[config.mk]
export PLATFORM = sky130hd
export DESIGN_NAME = store_block
export DESIGN_NICKNAME = d
export VERILOG_FILES = /design/src/rtl/mat_pkg.sv /design/src/rtl/block_addr_gen.sv /design/src/rtl/store_block.sv
export SDC_FILE = /design/constraint.sdc
export NUM_CORES = 1
export LEC_CHECK = 0
export BUFFER_PORTS_ARGS = -buffer_cell sky130_fd_sc_hd__buf_2
export CAP_MARGIN = 15
export CORE_MARGIN = 5
export CORE_UTILIZATION = 40
export CTS_CLUSTER_SIZE = 20
export DETAILED_ROUTE_END_ITERATION = 6
export PLACE_DENSITY = 0.66
export SLEW_MARGIN = 5
export SYNTH_ARGS = -nofsm -noshare
export SYNTH_HDL_FRONTEND = slang
export SYNTH_SLANG_ARGS = --single-unit
export TNS_END_PERCENT = 20
[constraint.sdc]
create_clock -name clk -period 7.2 [get_ports clk]
set_clock_uncertainty 0.05 [all_clocks]
set_input_delay 0 -clock clk [delete_from_list [all_inputs] [get_ports clk]]
set_output_delay 0 -clock clk [all_outputs]
set_load 0.1 [all_outputs]
[src/rtl/mat_pkg.sv]
// Shared constants, element type, store FSM states and tile address helper
// for the blocked matrix datapath.
package mat_pkg;

    localparam int Tn = 4;   // tile edge
    localparam int N  = 16;  // matrix edge / row stride
    localparam int DW = 16;  // element width
    localparam int AW = 8;   // memory address width

    typedef logic [DW-1:0] elem_t;

    typedef enum logic [2:0] {
        IDLE,
        RD,
        DRAIN,
        WR,
        FIN
    } store_state_t;

    // Full-width linear address of matrix element (row, col); callers truncate.
    function automatic logic [31:0] tile_addr(input logic [31:0] row,
                                              input logic [31:0] col,
                                              input logic [31:0] stride);
        return row * stride + col;
    endfunction

endpackage

[src/rtl/block_addr_gen.sv]
// Row-major (r,c) walker over a Tn x Tn tile with a registered memory
// address. clear restarts at (0,0); step advances; the address register
// only moves when the counter does, so it holds through idle/drain cycles.
module block_addr_gen #(
    parameter int Tn = mat_pkg::Tn,
    parameter int N  = mat_pkg::N,
    parameter int AW = mat_pkg::AW,
    localparam int CW = (Tn > 1) ? $clog2(Tn) : 1
) (
    input  logic          clk,
    input  logic          rst,
    input  logic          clear,
    input  logic          step,
    input  logic [7:0]    base_row,
    input  logic [7:0]    base_col,
    output logic [CW-1:0] r,
    output logic [CW-1:0] c,
    output logic [CW-1:0] r_inc,
    output logic [CW-1:0] c_inc,
    output logic          last,
    output logic [AW-1:0] addr
);
    import mat_pkg::*;

    localparam logic [CW-1:0] LAST_IDX = CW'(Tn - 1);

    logic [CW-1:0] r_q, r_d, c_q, c_d;
    logic [AW-1:0] addr_q, addr_d;

    // Successor of the current index and next counter/address values.
    always_comb begin
        r_inc  = r_q;
        c_inc  = c_q + 1'b1;
        if (c_q == LAST_IDX) begin
            c_inc = '0;
            r_inc = r_q + 1'b1;
        end
        r_d    = r_q;
        c_d    = c_q;
        addr_d = addr_q;
        if (clear) begin
            r_d = '0;
            c_d = '0;
        end else if (step) begin
            r_d = r_inc;
            c_d = c_inc;
        end
        if (clear || step) begin
            addr_d = AW'(tile_addr(32'(base_row) + 32'(r_d),
                                   32'(base_col) + 32'(c_d), 32'(N)));
        end
    end

    // Counter and address registers.
    always_ff @(posedge clk or negedge rst) begin
        if (!rst) begin
            r_q    <= '0;
            c_q    <= '0;
            addr_q <= '0;
        end else begin
            r_q    <= r_d;
            c_q    <= c_d;
            addr_q <= addr_d;
        end
    end

    assign r    = r_q;
    assign c    = c_q;
    assign last = (r_q == LAST_IDX) && (c_q == LAST_IDX);
    assign addr = addr_q;

endmodule

[src/rtl/store_block.sv]
// Writes a Tn x Tn tile back into the N x N matrix memory, either as a plain
// overwrite or as a read-modify-write accumulate (M += block). Outputs are
// registered from next-state values so the first access lands in the cycle
// right after start is sampled.
module store_block #(
    parameter int Tn = mat_pkg::Tn,
    parameter int N  = mat_pkg::N,
    parameter int DW = mat_pkg::DW,
    parameter int AW = mat_pkg::AW
) (
    input  logic                            clk,
    input  logic                            rst,
    input  logic                            start,
    input  logic                            accumulate,
    input  logic [7:0]                      block_row,
    input  logic [7:0]                      block_col,
    input  logic [0:Tn-1][0:Tn-1][DW-1:0]   block_mat,
    output logic [AW-1:0]                   addr,
    output logic [DW-1:0]                   dout,
    output logic                            we,
    input  logic [DW-1:0]                   din,
    output logic                            busy,
    output logic                            done
);
    import mat_pkg::*;

    localparam int CW = (Tn > 1) ? $clog2(Tn) : 1;

    store_state_t state_q, state_d;
    logic [7:0]   row_q, row_d, col_q, col_d;
    logic         drn_q, drn_d;
    logic         we_q, we_d;
    logic [DW-1:0] dout_q, dout_d;
    logic [0:Tn-1][0:Tn-1][DW-1:0] buf_q, buf_d;

    // Read-capture alignment: stage 1 holds the index whose din is on the bus.
    logic [1:0]          cap_vld_q, cap_vld_d;
    logic [1:0][CW-1:0]  cap_r_q, cap_r_d, cap_c_q, cap_c_d;

    logic          accept, clear, step, last;
    logic [CW-1:0] cnt_r, cnt_c, inc_r, inc_c;
    logic [7:0]    base_row, base_col;

    assign accept = start && ((state_q == IDLE) || (state_q == FIN));
    // The walker loads its first address on the accepting edge, before the
    // latched base is visible, so feed it the live inputs then.
    assign base_row = accept ? block_row : row_q;
    assign base_col = accept ? block_col : col_q;

    block_addr_gen #(.Tn(Tn), .N(N), .AW(AW)) u_addr (
        .clk      (clk),
        .rst      (rst),
        .clear    (clear),
        .step     (step),
        .base_row (base_row),
        .base_col (base_col),
        .r        (cnt_r),
        .c        (cnt_c),
        .r_inc    (inc_r),
        .c_inc    (inc_c),
        .last     (last),
        .addr     (addr)
    );

    // Tile buffer: snapshot on accept, accumulate returned reads (wrapping).
    always_comb begin
        buf_d     = buf_q;
        cap_vld_d = {cap_vld_q[0], state_q == RD};
        cap_r_d   = {cap_r_q[0], cnt_r};
        cap_c_d   = {cap_c_q[0], cnt_c};
        if (accept) begin
            buf_d = block_mat;
        end else if (cap_vld_q[1]) begin
            buf_d[cap_r_q[1]][cap_c_q[1]] = buf_q[cap_r_q[1]][cap_c_q[1]] + din;
        end
    end

    // Next state, walker control and registered write port values.
    // The mode bit is captured by the choice of RD vs WR on accept.
    always_comb begin
        state_d = state_q;
        row_d   = row_q;
        col_d   = col_q;
        drn_d   = drn_q;
        we_d    = 1'b0;
        dout_d  = dout_q;
        clear   = 1'b0;
        step    = 1'b0;
        case (state_q)
            IDLE, FIN: begin
                state_d = IDLE;
                if (accept) begin
                    row_d = block_row;
                    col_d = block_col;
                    drn_d = 1'b0;
                    clear = 1'b1;
                    if (accumulate) begin
                        state_d = RD;
                    end else begin
                        state_d = WR;
                        we_d    = 1'b1;
                        dout_d  = buf_d[0][0];
                    end
                end
            end
            RD: begin
                if (last) state_d = DRAIN;
                else      step    = 1'b1;
            end
            DRAIN: begin
                if (drn_q) begin
                    state_d = WR;
                    drn_d   = 1'b0;
                    clear   = 1'b1;
                    we_d    = 1'b1;
                    dout_d  = buf_d[0][0];
                end else begin
                    drn_d = 1'b1;
                end
            end
            WR: begin
                if (last) begin
                    state_d = FIN;
                end else begin
                    step   = 1'b1;
                    we_d   = 1'b1;
                    dout_d = buf_d[inc_r][inc_c];
                end
            end
            default: state_d = IDLE;
        endcase
    end

    // Control and output registers; reset abandons any tile in flight.
    always_ff @(posedge clk or negedge rst) begin
        if (!rst) begin
            state_q   <= IDLE;
            row_q     <= '0;
            col_q     <= '0;
            drn_q     <= 1'b0;
            we_q      <= 1'b0;
            dout_q    <= '0;
            cap_vld_q <= '0;
            cap_r_q   <= '0;
            cap_c_q   <= '0;
        end else begin
            state_q   <= state_d;
            row_q     <= row_d;
            col_q     <= col_d;
            drn_q     <= drn_d;
            we_q      <= we_d;
            dout_q    <= dout_d;
            cap_vld_q <= cap_vld_d;
            cap_r_q   <= cap_r_d;
            cap_c_q   <= cap_c_d;
        end
    end

    // Tile data storage; contents are don't-care after reset.
    always_ff @(posedge clk) begin
        buf_q <= buf_d;
    end

    assign we   = we_q;
    assign dout = dout_q;
    assign busy = (state_q == RD) || (state_q == DRAIN) || (state_q == WR);
    assign done = (state_q == FIN);

endmodule

## Word-level counts from Yosys, hierarchy flattened

Cells that the tools add are included.

- Flip-flop bits (word level): 315
- Bits of input ports: 292
- Output and inout port bits: 27
- Logic and storage cells: 123

- Add/sub/neg operators: 6
- Magnitude comparators: 6
- Equality and inequality tests: 12
- Muxes and demuxes: 49
- Bitwise operators: 4
- Reduce and logical (&&, ||, !) cells: 16

Operators with widths:

| cell | count |
|---|---|
| 256-bit 2-to-1 mux | 2 |
| 64-bit 2-to-1 mux | 5 |
| 64-bit binary-select mux with 2-bit select | 2 |
| 256-bit bitwise mux | 1 |
| 16-bit 2-to-1 mux | 9 |
| 64-bit demux with 2-bit select | 1 |
| 16-bit binary-select mux with 2-bit select | 2 |
| 16-bit one-hot mux with 3 select lines | 1 |
| 16-bit demux with 2-bit select | 1 |
| 16-bit adder | 1 |
| 2-bit 2-to-1 mux | 8 |
| 8-bit 2-to-1 mux | 2 |
| 3-bit greater-or-equal comparator, second input constant | 4 |
| 2-bit inverter with 3-bit output | 4 |
| 3-bit one-hot mux with 4 select lines | 1 |
| 2-bit inequality test, second input constant | 5 |
| 3-bit 2-to-1 mux | 3 |
| 8-bit by 2-bit adder with 8-bit output | 1 |
| 8-bit adder | 1 |
| 1-bit 2-to-1 mux | 8 |
| 3-bit by 2-bit == test with 1-bit output, second input constant | 2 |
| 3-bit by 1-bit less-than comparator with 1-bit output, second input constant | 2 |
| 5-bit AND reduction | 1 |
| 2-bit by 1-bit adder with 2-bit output, second input constant | 2 |
| other kinds (15) | 24 |

## Logic depth before layout (Yosys ltp)

Gate-level depths: netlist of the first run.

- Depth after elaboration: 19
- Depth in mapped cells: 20
- Depth with buffers taken out: 15

## Modules after synthesis

Synthesis of the first run repeated with hierarchy kept, for this count alone.

- Cell total of the unflattened synthesis: 2,237
- Area total of the unflattened synthesis: 18,621.6 um2

Modules (own cells, without submodules):

| module | instances | cells an instance | area an instance (um2) | sequential area each (um2) |
|---|---|---|---|---|
| store_block | 1 | 2,160 | 17,803.3 | 6,301.0 |
| block_addr_gen | 1 | 77 | 818.3 | 300.3 |

## Worst setup path after synthesis of the first run

OpenSTA, ideal clock, no wires.

- Kind: flip-flop to flip-flop
- Start point: reg cap_r_q[2] (netlist name)
- End point: reg dout_q[6], in the netlist dout[6]
- Library setup time: 0.133 ns
- Data arrival time: 5.003 ns
- Required time: 7.017 ns
- Setup slack: 2.015 ns
- Stages on the path, launching flop included: 20
- Buffers on the path: 4
- Period minus slack after synthesis: 5.185 ns
- Path through: dfrtp_1 -> buf_2 -> clkbuf_1 -> clkbuf_1 -> mux4_2 -> mux4_2 -> ha_1 -> inv_1 -> fa_1 -> nor2b_1 -> o31a_1 -> o21a_1 -> or3_4 -> and2_1 -> buf_2 -> a31o_2 -> mux4_2 -> or3b_1 -> a31o_1 -> o211ai_1

RTL lines:

| what | RTL line | source |
|---|---|---|
| start, declared | store_block.sv:38 | `logic [1:0][CW-1:0] cap_r_q, cap_r_d, cap_c_q, cap_c_d;` |
| start signal, assigned | store_block.sv:154 | `cap_r_q <= cap_r_d;` |
| end signal, assigned | store_block.sv:152 | `dout_q <= dout_d;` |
| end, declared | store_block.sv:33 | `logic [DW-1:0] dout_q, dout_d;` |

## Final worst setup path of the first run

- Start point: reg cap_r_q[2] (netlist name)
- End point: reg dout_q[15], in the netlist dout[15]

- Word-level cells in the longest chain between the ends: 19
- Elaborated cells between the ends (all ways): 27
- Those cells by class: add/sub (1); order compare (2); mux (22); bitwise (1); reduce/logical (1)

Ends and longest elaborated chain:

| what | RTL line | source |
|---|---|---|
| 2-bit inverter with 3-bit output (implied by the code) * | store_block.sv:74 | `buf_d[cap_r_q[1]][cap_c_q[1]] = buf_q[cap_r_q[1]][cap_c_q[1]] + din;` |
| 64-bit binary-select mux with 2-bit select | store_block.sv:74 |  |
| 64-bit 2-to-1 mux (implied by the code) (2 in series) | store_block.sv:74 |  |
| 16-bit binary-select mux with 2-bit select | store_block.sv:74 |  |
| 16-bit 2-to-1 mux (implied by the code) (2 in series) | store_block.sv:74 |  |
| 16-bit adder | store_block.sv:74 |  |
| 256-bit bitwise mux * | store_block.sv:74 |  |
| 256-bit 2-to-1 mux * | store_block.sv:73 | `end else if (cap_vld_q[1]) begin` |
| 256-bit 2-to-1 mux * | store_block.sv:71 | `if (accept) begin` |
| 64-bit binary-select mux with 2-bit select | store_block.sv:127 | `dout_d = buf_d[inc_r][inc_c];` |
| 64-bit 2-to-1 mux (implied by the code) (2 in series) | store_block.sv:127 |  |
| 16-bit binary-select mux with 2-bit select | store_block.sv:127 |  |
| 16-bit 2-to-1 mux (implied by the code) (2 in series) | store_block.sv:127 |  |
| 16-bit 2-to-1 mux | store_block.sv:122 | `if (last) begin` |
| 16-bit one-hot mux with 3 select lines * | store_block.sv:89 | `case (state_q)` |

Mark *: on every way between the ends. The rest lies on a longest branch, timed or not. The select of a mux whose other input is x is not followed.
A chain may end at the register's enable or synchronous reset.

==> impl_results.md, run 1 <==
* Leak pwr at 10.6 nW
* Placer Congestion at 0.964
* Reg2Reg Capture Point: dout[15]$_DFFE_PN0P_
* Hold Startpoint: din[6]
* CTS sink count at 311
* Port-buffer cells at 314
* Post-cts gate resize count at 0
* Final Critical Period at 5920 ps
* Total GRT Usage at 34.1%
* Synth-to-Final Area Change at 32.9%
* Htree depth at 2
* Multi-input gate area at 11400 µm²
* Final Cycle Share at 82.2%
* Final Worst Setup Slack at 1280 ps
* First-pass iteration count of the detailed router at 6
* Power, Total at 15.4 mW
* Clk_lat worst skew at 570 ps
* Synth Register Bits at 311
* DRC Markers at 0
* I/O Pins at 319
* Power Dens Cells at 621 nW/µm²
* DIE WIDTH at 226 µm
* Final HPWL from detailed placement at 60.4 mm
* Reg2Reg Setup Slack at 1280 ps
* Fillers at 4232
* Post-synthesis mux area share at 14.4%
* Synthesized area at 18700 µm²
* DR iter-0 viols at 2965
* Critical Path Start Type: flop
* Ranking of synthesized cells by area: dfxtp_1 27%, mux4_2 11%, nand2_1 8.7%
* Total Wirelength at 90.7 mm
* Setup bufs post-CTS at 0
* Syn nets at 2610
* Core Area at 46400 µm²
* Simple logic cell fraction of the synthesized area at 19.7%
* Crit Path Class: reg2reg
* Setup TNS at 0 ps
* DIE AREA at 51100 µm²
* Syn. warnings at 0
* Clk slew on worst S/H paths at 60 ps
* RSZ-0062 raised after global routing: false
* Final Setup Violations at 0
* Dominant synthesized flop cell: dfxtp_1
* Die height at 226 µm
* Adder-cell share of the synthesized area at 1.93%
* Sequential area share after synthesis at 34.8%
* Initial antenna violation count at 7
* Compound-gate portion of the synthesized area at 23.2%
* Worst R2R Start: cap_r_q[2]$_DFF_PN0_
* CTS tree: built
* Initial core utilization at 40.3%
* HP Class: in2reg
* Worst hold margin at 124 ps
* Remaining global-route overflow at 0
* WHS Path Cells at 5
* Max-slew headroom at 17.5%
* EDFF count, synth at 0
* Root Driver: clkbuf_16
* Slew of the pin with the lowest slew margin at 1230 ps
* Placed Cells at 3075
* Main combinational cell family by area after synthesis: compound AO/OA/AOI/OAI gates
* Xor and xnor fraction of the mapped netlist area at 1.23%
* Final hold viol count at 0
* Largest net degree at the start of global routing at 223
* R2R cell count at 13
* Library cells used by synthesis at 77
* Hold endpoint: buf_q[166]$_DFF_P_
* Post-DRT Antenna Nets at 0
* MaxCap Viol Count at 0
* Yosys top cell by area: dfxtp_1
* Row Count at 79
* Vias at 21500
* CTS Buf Count at 38
* Kind of end point of the critical path: flop
* Critical Path AT at 6320 ps
* Avg Cell Area, Syn at 8.15 µm²
* Routed len/inst at 26.4 µm
* Count leader, synth: nand2_1
* Max clock buf depth at 3
* Synth top cells by count: 432 x nand2_1, 256 x dfxtp_1, 255 x nor2_1
* Synth Instances at 2291
* Synth top area share at 27.5%
* Non-Filler Instances at 3431
* Number of global-route vias before repair at 21400
* Layout cell share with drive strength beyond 1 at 20.4%
* # nets final at 3110
* Status: finished clean
* Via-to-Cell Ratio at 6.27
* # hold bufs at CTS at 283
* Maximum vdd drop at 0.000426 V
* FF+latch area at 6510 µm²
* Worst Path Required at 7600 ps
* First-pass GRT wire length at 132 mm
* CP Max Fanout at 50
* Slew Viols, Final at 0
* Post-synth ARST share at 17.7%
* Dpl ws at 1430 ps
* Fmax at 0.169 GHz
-- critical path, stage by stage (launching register included) --
cell	delay (ps)
dfrtp_4	1120
buf_4	380
mux4_2	540
mux4_2	530
ha_1	550
nand4_1	140
a211oi_1	560
o21ai_0	320
xnor2_2	570
or3_1	210
a31oi_1	90
a211oi_1	310
nor4_2	70
or3_1	350
-- layer usage --
metal | vias to the layer above | global-route usage, % | routed length [µm]
li1 | 9343 | - | -
met1 | 10100 | 42.3 | 32900
met2 | 1654 | 52.7 | 39800
met3 | 406 | 9.36 | 11000
met4 | 2 | 21.8 | 6960
met5 | - | 0 | 7
-- kinds of logic (layout without fill, tap and decap cells) --
group | after synthesis | count (layout)
buffers and inverters | 222 | 750
other | 0 | 5
adder cells (fa/ha/maj) | 27 | 27
multiplexers | 150 | 150
flip-flops | 311 | 311
AO/OA/AOI/OAI | 686 | 686
XOR/XNOR | 22 | 22
AND/OR/NAND/NOR | 873 | 873
-- final cells by class --
class,count,share of cell area (%)
inverter,27,0.408
tap,607,3.06
antenna,5,0.0504
sequential,311,26.2
multi-input combinational,1758,45.9
clock inverter,13,0.308
clock buffer,55,4.47
timing repair buffer,655,19.6
-- state kept, by name, indices dropped and copies added, names as in the netlist --
signal       count
col_q            8
drn_q            1
cap_c_d          2
u_addr.addr      8
cap_c_q          2
dout            16
we               1
row_q            4
u_addr.c         2
cap_r_q          2
state_q          3
u_addr.r         2
cap_vld_q        2
buf_q          256
cap_r_d          2
-- layout by cell type, fill, tap and decap left out, types with 7 or more instances in the layout --
cell type      instances
dfrtp_1               52
xnor2_1                8
o31ai_1               15
dlygate4sd3_1        283
nor3_1                32
o211ai_1              33
clkbuf_16             41
a211oi_1              36
a211o_1                7
a31o_2                11
buf_2                314
nor2b_1                8
o22ai_1               15
a21oi_1              188
o22a_1                 7
clkinv_2              10
clkbuf_1              11
buf_4                 56
nor2_1               248
a31oi_1               95
mux2i_1               49
inv_1                 27
nand3_1               45
or3_1                  8
mux4_2                94
a22oi_1               11
o21a_1                34
and3_1                44
a21o_1                11
o221ai_1               8
o21ai_0              146
nand2b_1               7
and2_1                 7
nand2_1              429
ha_1                  24
dfxtp_1              256
xor2_1                 8
-- per-stage QoR --
| step | instance area, µm² | utilization, % |
|---|---|---|
| floorplan | 18700 | - |
| global placement | 20800 | 44.8 |
| detailed placement | 20800 | 44.8 |
| CTS | 24800 | 53.5 |
| global route | 24800 | 53.5 |
| finish | 24800 | 53.5 |
-- power by group --
part | total, mW | internal (mW) | switching [mW]
logic | 10.2 | 3.73 | 6.49
clock network | 1.89 | 1.07 | 0.812
registers | 3.32 | 2.64 | 0.676
-- worst max path at each step --
stage	start	endpoint	slack, ps	cells after the start
3_5_place_dp	cap_r_q[2]$_DFF_PN0_	dout[14]$_DFFE_PN0P_	1430	15
6_report	cap_r_q[2]$_DFF_PN0_	dout[15]$_DFFE_PN0P_	1280	13
3_3_place_gp	cap_r_q[2]$_DFF_PN0_	dout[15]$_DFFE_PN0P_	1460	13
4_1_cts	cap_r_q[2]$_DFF_PN0_	dout[15]$_DFFE_PN0P_	1380	13
2_1_floorplan	cap_r_q[2]$_DFF_PN0_	dout[6]$_DFFE_PN0P_	2010	19
5_1_grt	cap_r_q[2]$_DFF_PN0_	dout[14]$_DFFE_PN0P_	930	15
(Power assumes the default switching activity.)
==> run 2, diff against run 1 <==
ABC_AREA = 1   (was default)
PLACE_DENSITY = 0.68   (was 0.66)
clock period = 5 ns   (was 7.2 ns; I/O delays follow)
==> run 2 against run 1 <==
  * Flip-flop and latch count did not move
  * Fmax up 25%
  * Register-to-register slack worse by 1000 ps
  * Sequential power grew 34%
  * Clock-buffer cell count up 1
  * Largest cell class unchanged
  * Global-route usage fell by 2.0 points
  * Core utilization is 0.058 points higher
  * Synthesized cell count up 20%
  * Synthesized area is 0.29% lower
  * Sequential share of layout area about the same
  * Clock power increased by 44%
  * Critical path type unchanged
  * Highest routed layer unchanged
  * Worst setup slack worse by 1000 ps
==> impl_results.md, run 2 <==
* Setup TNS at 0 ps (unchanged)
* Critical Path Start Type: flop
* Total GRT Usage at 32.1% (-2.0 points)
* Final Cycle Share at 94.5% (+12 points)
* Slew Viols, Final at 0 (unchanged)
* CP Max Fanout at 16 (-68%)
* Slew of the pin with the lowest slew margin at 1130 ps (-102 ps)
* Largest net degree at the start of global routing at 214 (-4.0%)
* Maximum vdd drop at 0.000873 V (+110%)
* Max reg flops at 256 (unchanged)
* Initial core utilization at 40.2% (about the same)
* Yosys top cell by area: dfxtp_1
* Clk slew on worst S/H paths at 60 ps (about the same)
* DIE WIDTH at 226 µm (-0.14%)
* Routed len/inst at 21.8 µm (-18%)
* Fmax at 0.212 GHz (+25%)
* Placer Congestion at 0.917 (-4.8%)
* Setup bufs post-CTS at 0 (unchanged)
* Kind of end point of the critical path: flop
* Synth top cells by count: 705 x nand2_1, 262 x o21ai_0, 256 x dfxtp_1
* Status: finished clean
* Remaining global-route overflow at 0 (unchanged)
* DRC Markers at 0 (unchanged)
* Final hold viol count at 0 (unchanged)
* Reg2Reg Setup Slack at 280 ps (-1000 ps)
* Die height at 226 µm (-0.14%)
* Worst Path Required at 5440 ps (-2160 ps)
* Power Dens Cells at 887 nW/µm² (+43%)
* Worst R2R Start: cap_r_q[3]$_DFF_PN0_
* Count leader, synth: nand2_1
* I/O Pins at 319 (unchanged)
* Synth-to-Final Area Change at 33.2%
* Post-synth ARST share at 17.7% (unchanged)
* Critical Path AT at 5160 ps (-1160 ps)
* DR iter-0 viols at 2939 (-0.88%)
* Sequential area share after synthesis at 34.9% (+0.10 points)
* Post-DRT Antenna Nets at 0 (unchanged)
* Root Driver: clkbuf_16
* Number of global-route vias before repair at 22100 (+3.1%)
* HP Class: in2reg
* Initial antenna violation count at 5 (-2)
* Most common cell after layout, fill and taps aside: nand2_1
* Dominant synthesized flop cell: dfxtp_1
* Final HPWL from detailed placement at 55.0 mm (-8.9%)
* Critical path origin: cap_r_q[3]$_DFF_PN0_
* CTS tree: built
* R2R cell count at 20 (+7)
* Ranking of synthesized cells by area: dfxtp_1 28%, nand2_1 14%, dfrtp_1 7.4%
* Layout cell share with drive strength beyond 1 at 16.7% (-3.7 points)
* FF+latch area at 6500 µm² (about the same)
* Reg with most FFs: buf_q
* Commonest non-fill, non-tap cells in the layout: 704 x nand2_1, 314 x buf_2, 281 x dlygate4sd3_1
* RSZ-0062 raised after global routing: false
* Multi-input gate area at 10300 µm² (-9.1%)
* Reg2Reg Capture Point: dout[8]$_DFFE_PN0P_
* Synth Instances at 2760 (+20%)
* Vias at 22600 (+4.9%)
* Final Critical Period at 4720 ps (-1200 ps)
* # nets final at 3600 (+16%)
* Clk_lat worst skew at 570 ps (about the same)
* Synthesized area at 18600 µm² (-0.29%)
* Synth top area share at 27.5% (+0.079 points)
* Port-buffer cells at 314 (unchanged)
* Avg Cell Area, Syn at 6.74 µm² (-17%)
* First-pass iteration count of the detailed router at 6 (unchanged)
* DIE AREA at 50900 µm² (-0.27%)
* Leak pwr at 11.2 nW (+5.9%)
* Setup crit end: dout[8]$_DFFE_PN0P_
* Non-Filler Instances at 3921 (+14%)
* Core Area at 46300 µm² (-0.21%)
* Row Count at 79 (unchanged)
* Final Setup Violations at 0 (unchanged)
* First-pass GRT wire length at 128 mm (-3.2%)
* Crit Path Class: reg2reg
* Fillers at 4384 (+3.6%)
* CTS sink count at 311 (unchanged)
* MaxCap Viol Count at 0 (unchanged)
* Htree depth at 2 (unchanged)
* Synth Register Bits at 311 (unchanged)
* Total Wirelength at 85.5 mm (-5.8%)
* Placed Cells at 3568 (+16%)
* Syn nets at 3079 (+18%)
* Via-to-Cell Ratio at 5.76 (-8.2%)
* EDFF count, synth at 0 (unchanged)
* CTS Buf Count at 37 (-2.6%)
* Library cells used by synthesis at 55 (-29%)
* Max-slew headroom at 24.6% (+7.1 points)
* Syn. warnings at 0 (unchanged)
* Max clock buf depth at 3 (unchanged)
==> run 2: what timing repair did <==
item | in CTS | in global routing
endpoints found under the hold margin | 343 | 0
endpoints found under the setup margin | 0 | 1
resized for setup | 0 | 1
hold buffers | 281 | 0
==> run 2: logic make-up after synthesis <==
family,count (synthesis),synth area share (%)
xor+xnor,15,1.09
buf+inv,412,9.75
fa+ha+maj,27,1.94
compound gates,858,25.9
flops,311,34.9
simple gates,1137,26.4
==> run 2: through the flow <==
step	power [mW]	hold WS [ps]	setup WS [ps]	cell area, µm²	utilization (%)
floorplan	14.2	-346	1120	18600	-
global placement	18.2	170	520	20800	44.9
detailed placement	18.5	175	381	20800	44.9
CTS	21.5	15.8	362	24800	53.5
global route	23.3	48.9	12.9	24800	53.6
finish	22.0	25.9	277	24800	53.6
==> run 2: metal layers <==
metal / global-route usage, % / vias up / part of all wire, %
met5: 0 / - / 0.032
met4: 18.4 / 4 / 6.9
met3: 7.46 / 367 / 11
met2: 49.7 / 1533 / 43
met1: 41.2 / 10300 / 38
li1: - / 10400 / -
==> run 2: worst min path at each step <==
stage / from / to / slack, ps / depth (start not counted)
after floorplan: rst / cap_c_d[2]$_DFF_PN0_ / -350 / 0
after global placement: block_col[6] / col_q[6]$_DFFE_PN0N_ / 170 / 3
after detailed placement: block_col[4] / col_q[4]$_DFFE_PN0N_ / 170 / 3
after CTS: start / col_q[2]$_DFFE_PN0N_ / 20 / 4
after global routing: start / col_q[2]$_DFFE_PN0N_ / 50 / 4
final: start / col_q[2]$_DFFE_PN0N_ / 30 / 4
==> run 2: where the power goes <==
| group | switching (mW) | total (mW) | internal, mW |
|---|---|---|---|
| logic | 10.0 | 14.8 | 4.79 |
| registers | 0.635 | 4.45 | 3.82 |
| clock network | 1.16 | 2.72 | 1.56 |
| total | 11.8 | 22.0 | 10.2 |
==> run 2: worst max-delay path, cell delays in order, from the launching register on <==
cell	delay [ps]
dfrtp_1	570
inv_2	140
nor2_4	400
a22oi_1	140
a21oi_1	190
or4_1	170
ha_1	170
inv_1	70
fa_1	420
nand3b_1	260
a21oi_1	220
or2_1	170
xor2_2	660
o21ai_0	250
nand3_1	130
o211ai_1	110
nand3_1	110
nand3_1	80
nand3_1	100
nand2_1	130
nand2_1	100
==> run 2: cell type report <==
class,instances,area share (%)
timing repair buffer,680,20.8
inverter,214,3.28
sequential,311,26.2
clock inverter,11,0.257
clock buffer,56,4.56
tap,607,3.06
multi-input combinational,2037,41.7
antenna,5,0.0505
